--- config.mk ---
export PLATFORM = sky130hd
export DESIGN_NAME = vp_mac_stream_tx_flat
export DESIGN_NICKNAME = d
export VERILOG_FILES = /design/src/rtl/vp_mac_pkg.sv /design/src/rtl/vp_mac_stream_tx_if.sv /design/src/rtl/vp_axis_reg_slice.sv /design/src/rtl/vp_mac_stream_tx.sv /design/src/flat_wrapper.sv
export SDC_FILE = /design/constraint.sdc
export NUM_CORES = 1
export LEC_CHECK = 0
export CORE_ASPECT_RATIO = 2
export CORE_UTILIZATION = 30
export CTS_CLUSTER_DIAMETER = 50
export DETAILED_ROUTE_END_ITERATION = 16
export PLACE_DENSITY = 0.54
export SYNTH_ARGS = -nofsm -noshare
export SYNTH_HDL_FRONTEND = slang
export SYNTH_SLANG_ARGS = --single-unit
--- constraint.sdc ---
create_clock -name CLK -period 2.4 [get_ports CLK]
set_clock_uncertainty 0.05 [all_clocks]
set_input_delay 0.48 -clock CLK [delete_from_list [all_inputs] [get_ports CLK]]
set_output_delay 0.48 -clock CLK [all_outputs]
set_load 0.02 [all_outputs]
--- src/rtl/vp_mac_pkg.sv ---
// vp_mac_pkg: shared types and helpers for the MAC stream transmitter.
package vp_mac_pkg;

  typedef enum logic [1:0] {
    IDLE,
    PREC,
    SCALE,
    DATA
  } tx_state_e;

  localparam int unsigned PREC_MAX = 8;
  localparam int unsigned ACT_W    = 8;
  localparam int unsigned WGT_W    = 8;

  // Data beat payload: activation in the upper byte, weight in the lower byte.
  function automatic logic [ACT_W+WGT_W-1:0] pack_data_beat(
    input logic [ACT_W-1:0] act,
    input logic [WGT_W-1:0] wgt
  );
    return {act, wgt};
  endfunction

endpackage

--- src/rtl/vp_mac_stream_tx_if.sv ---
// vp_mac_stream_tx_if: AXI-Stream bundle for the MAC job packet output.
interface vp_mac_stream_tx_if #(
  parameter int DW    = 32,
  parameter int TID_W = 8
);
  logic             tvalid;
  logic             tready;
  logic [DW-1:0]    tdata;
  logic             tuser;
  logic             tlast;
  logic [TID_W-1:0] tid;

  modport master (output tvalid, tdata, tuser, tlast, tid, input tready);
  modport slave  (input tvalid, tdata, tuser, tlast, tid, output tready);
endinterface

--- src/rtl/vp_axis_reg_slice.sv ---
// vp_axis_reg_slice: full-throughput 2-entry skid buffer; s_ready is registered.
// Only compiled when VP_MAC_TX_OUTREG_EN is defined.
`ifdef VP_MAC_TX_OUTREG_EN
module vp_axis_reg_slice #(
  parameter int W = 8
) (
  input  logic         clk,
  input  logic         rst_n,
  input  logic         s_valid,
  output logic         s_ready,
  input  logic [W-1:0] s_data,
  output logic         m_valid,
  input  logic         m_ready,
  output logic [W-1:0] m_data
);
  logic         sk_valid;
  logic [W-1:0] sk_data;

  assign s_ready = ~sk_valid;

  // Main register refills from the skid entry first; skid catches a beat while output stalls.
  always_ff @(posedge clk or negedge rst_n) begin
    if (!rst_n) begin
      m_valid  <= 1'b0;
      m_data   <= '0;
      sk_valid <= 1'b0;
      sk_data  <= '0;
    end else if (!m_valid || m_ready) begin
      if (sk_valid) begin
        m_valid  <= 1'b1;
        m_data   <= sk_data;
        sk_valid <= 1'b0;
      end else begin
        m_valid <= s_valid;
        if (s_valid) m_data <= s_data;
      end
    end else if (s_valid && !sk_valid) begin
      sk_valid <= 1'b1;
      sk_data  <= s_data;
    end
  end
endmodule
`endif

--- src/rtl/vp_mac_stream_tx.sv ---
// vp_mac_stream_tx: builds one MAC job packet (precision, scale, NUM act/wgt beats).
// Macro VP_MAC_TX_OUTREG_EN: adds vp_axis_reg_slice on the output (+1 cycle latency,
// no combinational path from MO_AXIS.tready to ACT/WGT_TREADY).
module vp_mac_stream_tx
  import vp_mac_pkg::*;
#(
  parameter int AXIS_DW = 32,
  parameter int CNT_W   = 16,
  parameter int TID_W   = 8
) (
  input  logic                  CLK,
  input  logic                  RESETN,
  input  logic                  CMD_VALID,
  output logic                  CMD_READY,
  input  logic [3:0]            CMD_PRECISION,
  input  logic [31:0]           CMD_SCALE,
  input  logic [CNT_W-1:0]      CMD_NUM,
  input  logic                  ACT_TVALID,
  output logic                  ACT_TREADY,
  input  logic [ACT_W-1:0]      ACT_TDATA,
  input  logic                  WGT_TVALID,
  output logic                  WGT_TREADY,
  input  logic [WGT_W-1:0]      WGT_TDATA,
  vp_mac_stream_tx_if.master    MO_AXIS,
  output logic                  BUSY,
  output logic                  CMD_ERR
);
  tx_state_e          state, state_nxt;
  logic               out_of_reset;
  logic [31:0]        scale_q;
  logic [CNT_W-1:0]   num_q;
  logic [CNT_W-1:0]   cnt;

  logic               tx_valid, tx_ready, tx_user, tx_last;
  logic [AXIS_DW-1:0] tx_data;
  logic [TID_W-1:0]   tx_tid;

  logic cmd_fire, cmd_bad, slot_free, more, pair_fire, last_out;

  assign CMD_READY  = (state == IDLE) && out_of_reset;
  assign cmd_fire   = CMD_VALID && CMD_READY;
  assign cmd_bad    = (CMD_NUM == '0) || (CMD_PRECISION > 4'(PREC_MAX));
  assign slot_free  = !tx_valid || tx_ready;
  assign more       = (cnt != num_q);
  assign pair_fire  = (state == DATA) && ACT_TVALID && WGT_TVALID && slot_free && more;
  assign ACT_TREADY = pair_fire;
  assign WGT_TREADY = pair_fire;
  assign last_out   = tx_valid && tx_ready && tx_last;
  assign BUSY       = (state != IDLE);

  // State register.
  always_ff @(posedge CLK or negedge RESETN) begin
    if (!RESETN) state <= IDLE;
    else         state <= state_nxt;
  end

  // Next-state: each header phase advances when its beat is taken.
  always_comb begin
    state_nxt = state;
    case (state)
      IDLE:    if (cmd_fire && !cmd_bad) state_nxt = PREC;
      PREC:    if (tx_ready)             state_nxt = SCALE;
      SCALE:   if (tx_ready)             state_nxt = DATA;
      DATA:    if (last_out)             state_nxt = IDLE;
      default: state_nxt = IDLE;
    endcase
  end

  // Command latch, beat counter and output beat register.
  always_ff @(posedge CLK or negedge RESETN) begin
    if (!RESETN) begin
      out_of_reset <= 1'b0;
      CMD_ERR      <= 1'b0;
      scale_q      <= '0;
      num_q        <= '0;
      cnt          <= '0;
      tx_valid     <= 1'b0;
      tx_data      <= '0;
      tx_user      <= 1'b0;
      tx_last      <= 1'b0;
      tx_tid       <= '0;
    end else begin
      out_of_reset <= 1'b1;
      case (state)
        IDLE: begin
          if (cmd_fire) begin
            if (cmd_bad) begin
              CMD_ERR <= 1'b1;
            end else begin
              scale_q  <= CMD_SCALE;
              num_q    <= CMD_NUM;
              cnt      <= '0;
              tx_valid <= 1'b1;
              tx_data  <= AXIS_DW'(CMD_PRECISION);
              tx_user  <= 1'b1;
              tx_last  <= 1'b0;
              tx_tid   <= '0;
            end
          end
        end
        PREC: begin
          if (tx_ready) begin
            tx_data <= AXIS_DW'(scale_q);
            tx_user <= 1'b0;
          end
        end
        SCALE: begin
          if (tx_ready) tx_valid <= 1'b0;
        end
        DATA: begin
          if (pair_fire) begin
            tx_valid <= 1'b1;
            tx_data  <= AXIS_DW'(pack_data_beat(ACT_TDATA, WGT_TDATA));
            tx_tid   <= cnt[TID_W-1:0];
            tx_last  <= (cnt == num_q - CNT_W'(1));
            cnt      <= cnt + CNT_W'(1);
          end else if (tx_ready) begin
            tx_valid <= 1'b0;
          end
        end
        default: ;
      endcase
    end
  end

`ifdef VP_MAC_TX_OUTREG_EN
  vp_axis_reg_slice #(
    .W(AXIS_DW + TID_W + 2)
  ) u_out_slice (
    .clk     (CLK),
    .rst_n   (RESETN),
    .s_valid (tx_valid),
    .s_ready (tx_ready),
    .s_data  ({tx_data, tx_user, tx_last, tx_tid}),
    .m_valid (MO_AXIS.tvalid),
    .m_ready (MO_AXIS.tready),
    .m_data  ({MO_AXIS.tdata, MO_AXIS.tuser, MO_AXIS.tlast, MO_AXIS.tid})
  );
`else
  assign MO_AXIS.tvalid = tx_valid;
  assign MO_AXIS.tdata  = tx_data;
  assign MO_AXIS.tuser  = tx_user;
  assign MO_AXIS.tlast  = tx_last;
  assign MO_AXIS.tid    = tx_tid;
  assign tx_ready       = MO_AXIS.tready;
`endif

endmodule

--- src/flat_wrapper.sv ---
// flat-port wrapper written by rule: the top's interface ports become plain ports
module vp_mac_stream_tx_flat import vp_mac_pkg::*;
#(
  parameter int AXIS_DW = 32,
  parameter int CNT_W   = 16,
  parameter int TID_W   = 8
)
  (CLK, RESETN, CMD_VALID, CMD_READY, CMD_PRECISION, CMD_SCALE, CMD_NUM, ACT_TVALID, ACT_TREADY, ACT_TDATA, WGT_TVALID, WGT_TREADY, WGT_TDATA, BUSY, CMD_ERR, MO_AXIS_tvalid, MO_AXIS_tdata, MO_AXIS_tuser, MO_AXIS_tlast, MO_AXIS_tid, MO_AXIS_tready);
  vp_mac_stream_tx_if #(.DW(AXIS_DW), .TID_W(TID_W)) MO_AXIS_i ();
  input  logic CLK;
  input  logic RESETN;
  input  logic CMD_VALID;
  output logic CMD_READY;
  input  logic [3:0] CMD_PRECISION;
  input  logic [31:0] CMD_SCALE;
  input  logic [CNT_W-1:0] CMD_NUM;
  input  logic ACT_TVALID;
  output logic ACT_TREADY;
  input  logic [ACT_W-1:0] ACT_TDATA;
  input  logic WGT_TVALID;
  output logic WGT_TREADY;
  input  logic [WGT_W-1:0] WGT_TDATA;
  output logic BUSY;
  output logic CMD_ERR;
  output wire logic [$bits(MO_AXIS_i.tvalid)-1:0] MO_AXIS_tvalid;
  output wire logic [$bits(MO_AXIS_i.tdata)-1:0] MO_AXIS_tdata;
  output wire logic [$bits(MO_AXIS_i.tuser)-1:0] MO_AXIS_tuser;
  output wire logic [$bits(MO_AXIS_i.tlast)-1:0] MO_AXIS_tlast;
  output wire logic [$bits(MO_AXIS_i.tid)-1:0] MO_AXIS_tid;
  input wire logic [$bits(MO_AXIS_i.tready)-1:0] MO_AXIS_tready;
  assign MO_AXIS_tvalid = MO_AXIS_i.tvalid;
  assign MO_AXIS_tdata = MO_AXIS_i.tdata;
  assign MO_AXIS_tuser = MO_AXIS_i.tuser;
  assign MO_AXIS_tlast = MO_AXIS_i.tlast;
  assign MO_AXIS_tid = MO_AXIS_i.tid;
  assign MO_AXIS_i.tready = MO_AXIS_tready;
  vp_mac_stream_tx #(.AXIS_DW(AXIS_DW), .CNT_W(CNT_W), .TID_W(TID_W)) u_core (.CLK(CLK), .RESETN(RESETN), .CMD_VALID(CMD_VALID), .CMD_READY(CMD_READY), .CMD_PRECISION(CMD_PRECISION), .CMD_SCALE(CMD_SCALE), .CMD_NUM(CMD_NUM), .ACT_TVALID(ACT_TVALID), .ACT_TREADY(ACT_TREADY), .ACT_TDATA(ACT_TDATA), .WGT_TVALID(WGT_TVALID), .WGT_TREADY(WGT_TREADY), .WGT_TDATA(WGT_TDATA), .MO_AXIS(MO_AXIS_i), .BUSY(BUSY), .CMD_ERR(CMD_ERR));
endmodule
==> flow_metrics.py, run 1 <==
metrics = {
    "place": {
        "numPlacedInstances": 1086,
        "post-dp-hpwl_um": 14200,
        "place_congestion": 0.838,
        "numPortBuffers": 121,
        "dpl_cell_area_um2": 8070,
    },
    "route": {
        "via_count": 5359,
        "drc_errors": 0,
        "ant_nets": 0,
        "wl_per_cell_um": 16.7,
        "via_per_inst": 4.81,
        "drtIter0Drc": 157,
        "wirelength_um": 18600,
        "firstDrtPassIters": 4,
    },
    "synthesis": {
        "synth_flop_cell": "dfrtp_1",
        "netlist_area_um2": 5870,
        "seq_area_frac_synth_pct": 47.3,
        "syn-num-nets": 718,
        "syn_area_per_cell_um2": 9.23,
        "async_flop_share_pct": 100,
        "ys_types": 63,
        "yosys_warnings": 0,
        "synth.area.top_cells": "dfrtp_1 (47%), nand2_1 (12%), mux2_4 (3.6%)",
        "synth_edf_count": 0,
        "syn_inst": 636,
        "ys_seq_elements": 111,
        "yosysTopAreaCell": "dfrtp_1",
        "synth_top_area_share_pct": 47.3,
    },
    "setup_path": {
        "crit_path_max_incr_delay_ns": 0.40,
        "critical_path.most_common_cell": "buf_6",
        "start_kind": "flip-flop",
        "cp.arrival_ns": 1.98,
        "r2r-end": "u_core.MO_AXIS.tdata[22]$_DFFE_PN0P_",
        "critPathSlowestCell": "dfrtp_1",
        "reg2reg_depth": 11,
        "worst-path-max-fanout": 3,
        "crit_chain": "buf_6, xor2_2, nor4_4, nand4_4, o21ai_4, inv_2, buf_6",
        "end_kind": "output port",
        "critical_path_required_ns": 1.87,
        "crit_type": "flip-flop to output port",
        "reg2reg_setup_slack_ns": -0.02,
        "r2r_start": "u_core.num_q[1]$_DFFE_PN0P_",
    },
    "sta": {
        "hold_viol": 0,
        "clock.fmax_mhz": 398,
        "finalCriticalPeriod_ns": 2.51,
        "worst_slew_pin_slew_ns": 0.531,
        "rsz0062_at_grt": "yes",
        "drv_slew": 0,
        "slew_headroom_pct": 64.5,
        "setup_ws_ns": -0.114,
        "finalSetupViolCount": 14,
        "fin_tns_setup_ns": -0.374,
        "period_share_pct": 105,
    },
    "worst_hold_path": {
        "holdCritPathClass": "flip-flop to flip-flop",
        "hold_depth": 2,
        "hold_path_end": "u_core.scale_q[17]$_DFFE_PN0P_",
        "hold_start": "u_core.scale_q[17]$_DFFE_PN0P_",
    },
    "outcome": {
        "violations": "setup timing",
        "outcome": "complete, but fails checks",
    },
    "pwr": {
        "ir_drop_mv": 0.556,
        "finalPower_w": 0.0103,
        "leakagePower_nw": 4.08,
        "power_density_nw_per_um2": 1180,
    },
    "clock_tree": {
        "cts_buffer_depth": 2,
        "root_buffer": "clkbuf_16",
        "clk_pin_slew_ns": 0.08,
        "h-tree-depth": 3,
        "cts_tree": "yes",
        "clock_latency_ns": 0.35,
        "cts_sinks": 111,
        "cts_made_buffers": 9,
    },
    "floorplanning": {
        "rows": 72,
        "dieArea_um2": 20200,
        "coreArea_um2": 19300,
        "die_w_um": 101,
        "boundaryPins": 122,
        "start_util_pct": 30.5,
        "die_h_um": 200,
    },
    "final_layout": {
        "layout-drive-gt1-share_pct": 23.2,
        "final_cell_mix": "nand2_1 (191), buf_4 (110), dfrtp_1 (107)",
        "synthToLayoutAreaGrowth_pct": 48.6,
        "layout.nets": 933,
        "finalNonFillerCells": 1114,
        "layout_commonest_cell": "nand2_1",
        "fin_area_um2": 8720,
        "antenna_cells": 0,
        "fill_cells": 1953,
    },
    "global_route": {
        "grt_pass1_vias": 5732,
        "grt_max_degree": 61,
        "overflow": 0,
        "grt_usage_pct": 19.1,
        "grt_pass1_wl_um": 28500,
        "antenna_found_initial": 0,
    },
    "run": {
        "drv_cap": 0,
    },
}
## sequential cells by signal (all words and copies together) (netlist names)
signal	cells
u_core.out_of_reset	1
u_core.MO_AXIS.tlast	1
u_core.CMD_ERR	1
u_core.state	2
u_core.scale_q	32
u_core.num_q	16
u_core.MO_AXIS.tid	8
u_core.cnt	16
u_core.MO_AXIS.tvalid	1
u_core.MO_AXIS.tdata	32
u_core.MO_AXIS.tuser	1
## synthesized netlist by cell type, types with 3 or more instances
cell	instances
nand3_1	14
clkbuf_1	19
ha_1	8
or2_2	4
or3_1	4
a22oi_1	5
nand2b_1	7
a21oi_1	6
dfrtp_1	111
mux2i_1	17
nand4_1	7
a31oi_1	5
o21ai_0	12
o211ai_1	5
and2_1	3
nor4_1	9
buf_6	4
nor3_1	10
o21ai_1	22
xnor2_1	10
and3_1	5
a22o_1	20
inv_1	29
mux2_4	14
buf_2	10
nor2_1	19
buf_1	3
nand2_1	191
xor2_1	12
o31ai_1	11
## stage by stage
| stage | hold slack (ns) | util [%] | setup slack [ns] |
|---|---|---|---|
| after floorplan | 0.134 | - | 0.132 |
| after global placement | 0.332 | 41.9 | -0.496 |
| after detailed placement | 0.335 | 41.9 | -0.555 |
| after CTS | 0.431 | 43.9 | -0.181 |
| after global routing | 0.448 | 45.2 | -0.198 |
| final | 0.425 | 45.2 | -0.114 |
## layout make-up
class	instances	area (um^2)	share of cell area, %
clock buffer	10	229	2.63
clock inverter	5	82.6	0.947
inverter	30	113	1.29
multi-input combinational	456	2930	33.6
sequential	111	2780	31.9
tap	259	324	3.72
timing repair buffer	243	2260	26.0
## critical path: cells and delay by family, from the launching register on
kind,cells,cell delay (ns)
compound gates,1,0.24
xor+xnor,1,0.15
buf+inv,3,0.34
flops,1,0.40
simple gates,2,0.50
## cell families after synthesis
family / count (synthesis) / share of synthesized area (%)
buffers and inverters: 69 / 5.29
multiplexers: 35 / 7.25
other: 1 / 0.0639
adder cells (fa/ha/maj): 8 / 1.71
XOR/XNOR: 24 / 3.96
AO/OA/AOI/OAI: 103 / 12.2
AND/OR/NAND/NOR: 285 / 22.2
flip-flops: 111 / 47.3
## metal layers
metal | wire length (um) | track usage [%] | up-vias | share of wire, %
met2 | 10800 | 37.4 | 144 | 58
met1 | 5880 | 16.8 | 2586 | 32
met3 | 497 | 2.05 | 55 | 2.7
met5 | 0 | 0 | - | 0
met4 | 1400 | 15.8 | 0 | 7.5
li1 | - | - | 2574 | -
## how the worst max path moves through the flow
stage	from	end	slack [ns]	depth (start not counted)
6_report	u_core.num_q[1]$_DFFE_PN0P_	ACT_TREADY	-0.11	7
3_3_place_gp	CMD_PRECISION[2]	u_core.MO_AXIS.tdata[22]$_DFFE_PN0P_	-0.50	8
2_1_floorplan	u_core.cnt[4]$_DFFE_PN0P_	WGT_TREADY	0.13	7
3_5_place_dp	CMD_PRECISION[2]	u_core.MO_AXIS.tdata[21]$_DFFE_PN0P_	-0.56	8
4_1_cts	u_core.num_q[3]$_DFFE_PN0P_	ACT_TREADY	-0.18	6
5_1_grt	u_core.num_q[1]$_DFFE_PN0P_	WGT_TREADY	-0.20	7
## where the power goes
part	total [W]	switching (W)	internal, W
Combinational	0.00562	0.00275	0.00288
Sequential	0.00307	0.000528	0.00254
Clock	0.00161	0.000697	0.000915
Total	0.0103	0.00397	0.00633
## timing repair
action	in CTS	in global routing
endpoints found under the setup margin	57	39
cloned	0	2
hold buffers	1	0
gates resized for setup	22	41
pin swaps	11	16
hold endpoints to repair	19	0
setup buffers	5	5
Note: power is estimated with default switching activity, not from simulation.
==> inputs of run 2 (changes only) <==
Settings changed: CTS_BUF_LIST set to sky130_fd_sc_hd__clkbuf_8, TNS_END_PERCENT set to 10.
==> flow_metrics.py, run 2 (synthesis gave the netlist of run 1 again) <==
metrics = {
    "worst_hold_path": {
        "holdCritPathClass": "primary input to flip-flop",
        "hold_depth": 4,
    },
    "clock_tree": {
        "cts_sinks": 111,
        "cts_tree": "yes",
        "clk_pin_slew_ns": 0.11,
        "h-tree-depth": 3,
        "root_buffer": "clkbuf_8",
        "clock_latency_ns": 0.38,
        "cts_buffer_depth": 2,
        "cts_made_buffers": 9,
    },
    "global_route": {
        "overflow": 0,
        "grt_pass1_wl_um": 28400,
        "grt_max_degree": 61,
        "antenna_found_initial": 0,
        "grt_usage_pct": 18.9,
        "grt_pass1_vias": 5718,
    },
    "pwr": {
        "leakagePower_nw": 3.92,
        "ir_drop_mv": 0.510,
        "power_density_nw_per_um2": 1130,
    },
    "floorplanning": {
        "rows": 72,
        "coreArea_um2": 19300,
        "start_util_pct": 30.5,
        "dieArea_um2": 20200,
        "die_w_um": 101,
        "boundaryPins": 122,
        "die_h_um": 200,
    },
    "sta": {
        "drv_slew": 0,
        "rsz0062_at_grt": "yes",
        "finalCriticalPeriod_ns": 2.56,
        "hold_viol": 0,
        "period_share_pct": 106,
        "setup_ws_ns": -0.155,
        "clock.fmax_mhz": 391,
        "finalSetupViolCount": 3,
        "worst_slew_pin_slew_ns": 0.495,
        "slew_headroom_pct": 66.9,
    },
    "place": {
        "post-place-ws_ns": -0.555,
        "place_congestion": 0.838,
        "dpl_cell_area_um2": 8070,
        "post-dp-hpwl_um": 14200,
        "numPortBuffers": 121,
    },
    "outcome": {
        "outcome": "complete, but fails checks",
        "violations": "setup timing",
    },
    "route": {
        "ant_nets": 0,
        "wl_per_cell_um": 16.5,
        "drc_errors": 0,
        "via_count": 5321,
        "firstDrtPassIters": 6,
        "via_per_inst": 4.81,
        "drtIter0Drc": 160,
        "wirelength_um": 18300,
    },
    "setup_path": {
        "path_buf_inv": 2,
        "end_kind": "output port",
        "reg2reg_depth": 10,
        "critPathSlowestCell": "dfrtp_2",
        "path_delay_family": "simple AND/OR/NAND/NOR gates",
        "crit_type": "flip-flop to output port",
        "start_kind": "flip-flop",
        "crit_path_max_incr_delay_ns": 0.47,
        "worst-path-max-fanout": 2,
        "path_depth": 6,
        "critical_path_required_ns": 1.87,
        "cp.arrival_ns": 2.03,
        "crit_chain": "xor2_2, nor4b_2, nand4_2, o21ai_4, inv_2, buf_6",
    },
    "final_layout": {
        "layout_commonest_cell": "nand2_1",
        "layout-drive-gt1-share_pct": 21.7,
        "fin_area_um2": 8450,
        "layout.nets": 926,
        "final_cell_mix": "nand2_1 (191), clkdlybuf4s50_1 (114), buf_4 (109)",
        "synthToLayoutAreaGrowth_pct": 43.9,
        "antenna_cells": 0,
    },
    "run": {
        "drv_cap": 0,
    },
}
[run 2: cell types whose count changed in the layout (fill, tap and decap cells not counted), sizes merged, moves of 3 or more]
cell / previous run / this run
clkbuf: 12 / 9
clkdlybuf4s50: 106 / 114
buf: 122 / 117
dlymetal6s2s: 10 / 2
[run 2: repair_timing]
item                                    CTS  global route
cloned                                    0             0
pin swaps                                 5             9
endpoints found under the hold margin    19             0
gates resized for setup                  18            23
buffers inserted                          3             2
hold buffers                              1             0
endpoints found under the setup margin   39            32
[run 2: metal layers]
metal	vias up	GRT usage (%)	share of wire [%]	wire length [um]
li1	2561	-	-	-
met1	2566	16.7	32	5890
met2	135	37.0	58	10600
met3	59	2.23	2.3	422
met4	0	15.7	7.8	1420
met5	-	0	0	0
[run 2: metrics by stage]
step                power, W  util, %  instances  hold WS, ns  setup TNS (ns)
CTS                  0.00954     43.3       1105        0.438          -0.532
global route          0.0102     43.8       1107        0.415           -2.82
floorplan            0.00597        -        636        0.134               0
finish               0.00957     43.8       1107        0.403          -0.323
detailed placement   0.00818     41.9       1086        0.335          -34.21
global placement     0.00807     41.9       1086        0.332          -30.37
[run 2: area by class of cell]
class	count	area (um^2)
Clock inverter	6	86.3
Fill cell	1987	10800
Tap cell	259	324
Timing Repair Buffer	236	2140
Multi-Input combinational cell	456	2880
Sequential cell	111	2780
Inverter	30	113
Clock buffer	9	124
[run 2: worst register-to-register path, cell delays in order (launching register included)]
cell and delay (ns):
dfrtp_2 0.47, xor2_2 0.20, nor4b_2 0.31, nand4_2 0.23, o21ai_4 0.24, buf_4 0.14
buf_4 0.12, a21oi_4 0.06, buf_12 0.17, buf_12 0.18, mux2i_2 0.15
[run 2: power breakdown]
part / internal (W) / leakage (nW) / switching (W)
Combinational: 0.00264 / 2.36 / 0.00265
Clock: 0.000584 / 0.111 / 0.000658
Sequential: 0.00253 / 1.44 / 0.000512
[run 2: path summary, 6_finish.rpt]
path,slack (ns),from,end
hold / removal,0.40,CMD_NUM[0],u_core.num_q[0]$_DFFE_PN0P_
setup / recovery,-0.16,u_core.num_q[3]$_DFFE_PN0P_,ACT_TREADY
setup reg to reg,-0.01,u_core.num_q[3]$_DFFE_PN0P_,u_core.MO_AXIS.tdata[30]$_DFFE_PN0P_
hold reg to reg,0.43,u_core.scale_q[31]$_DFFE_PN0P_,u_core.scale_q[31]$_DFFE_PN0P_
min in group asynchronous,0.46,RESETN,u_core.scale_q[19]$_DFFE_PN0P_
max in group asynchronous,1.13,RESETN,u_core.state[0]$_DFFE_PN0P_
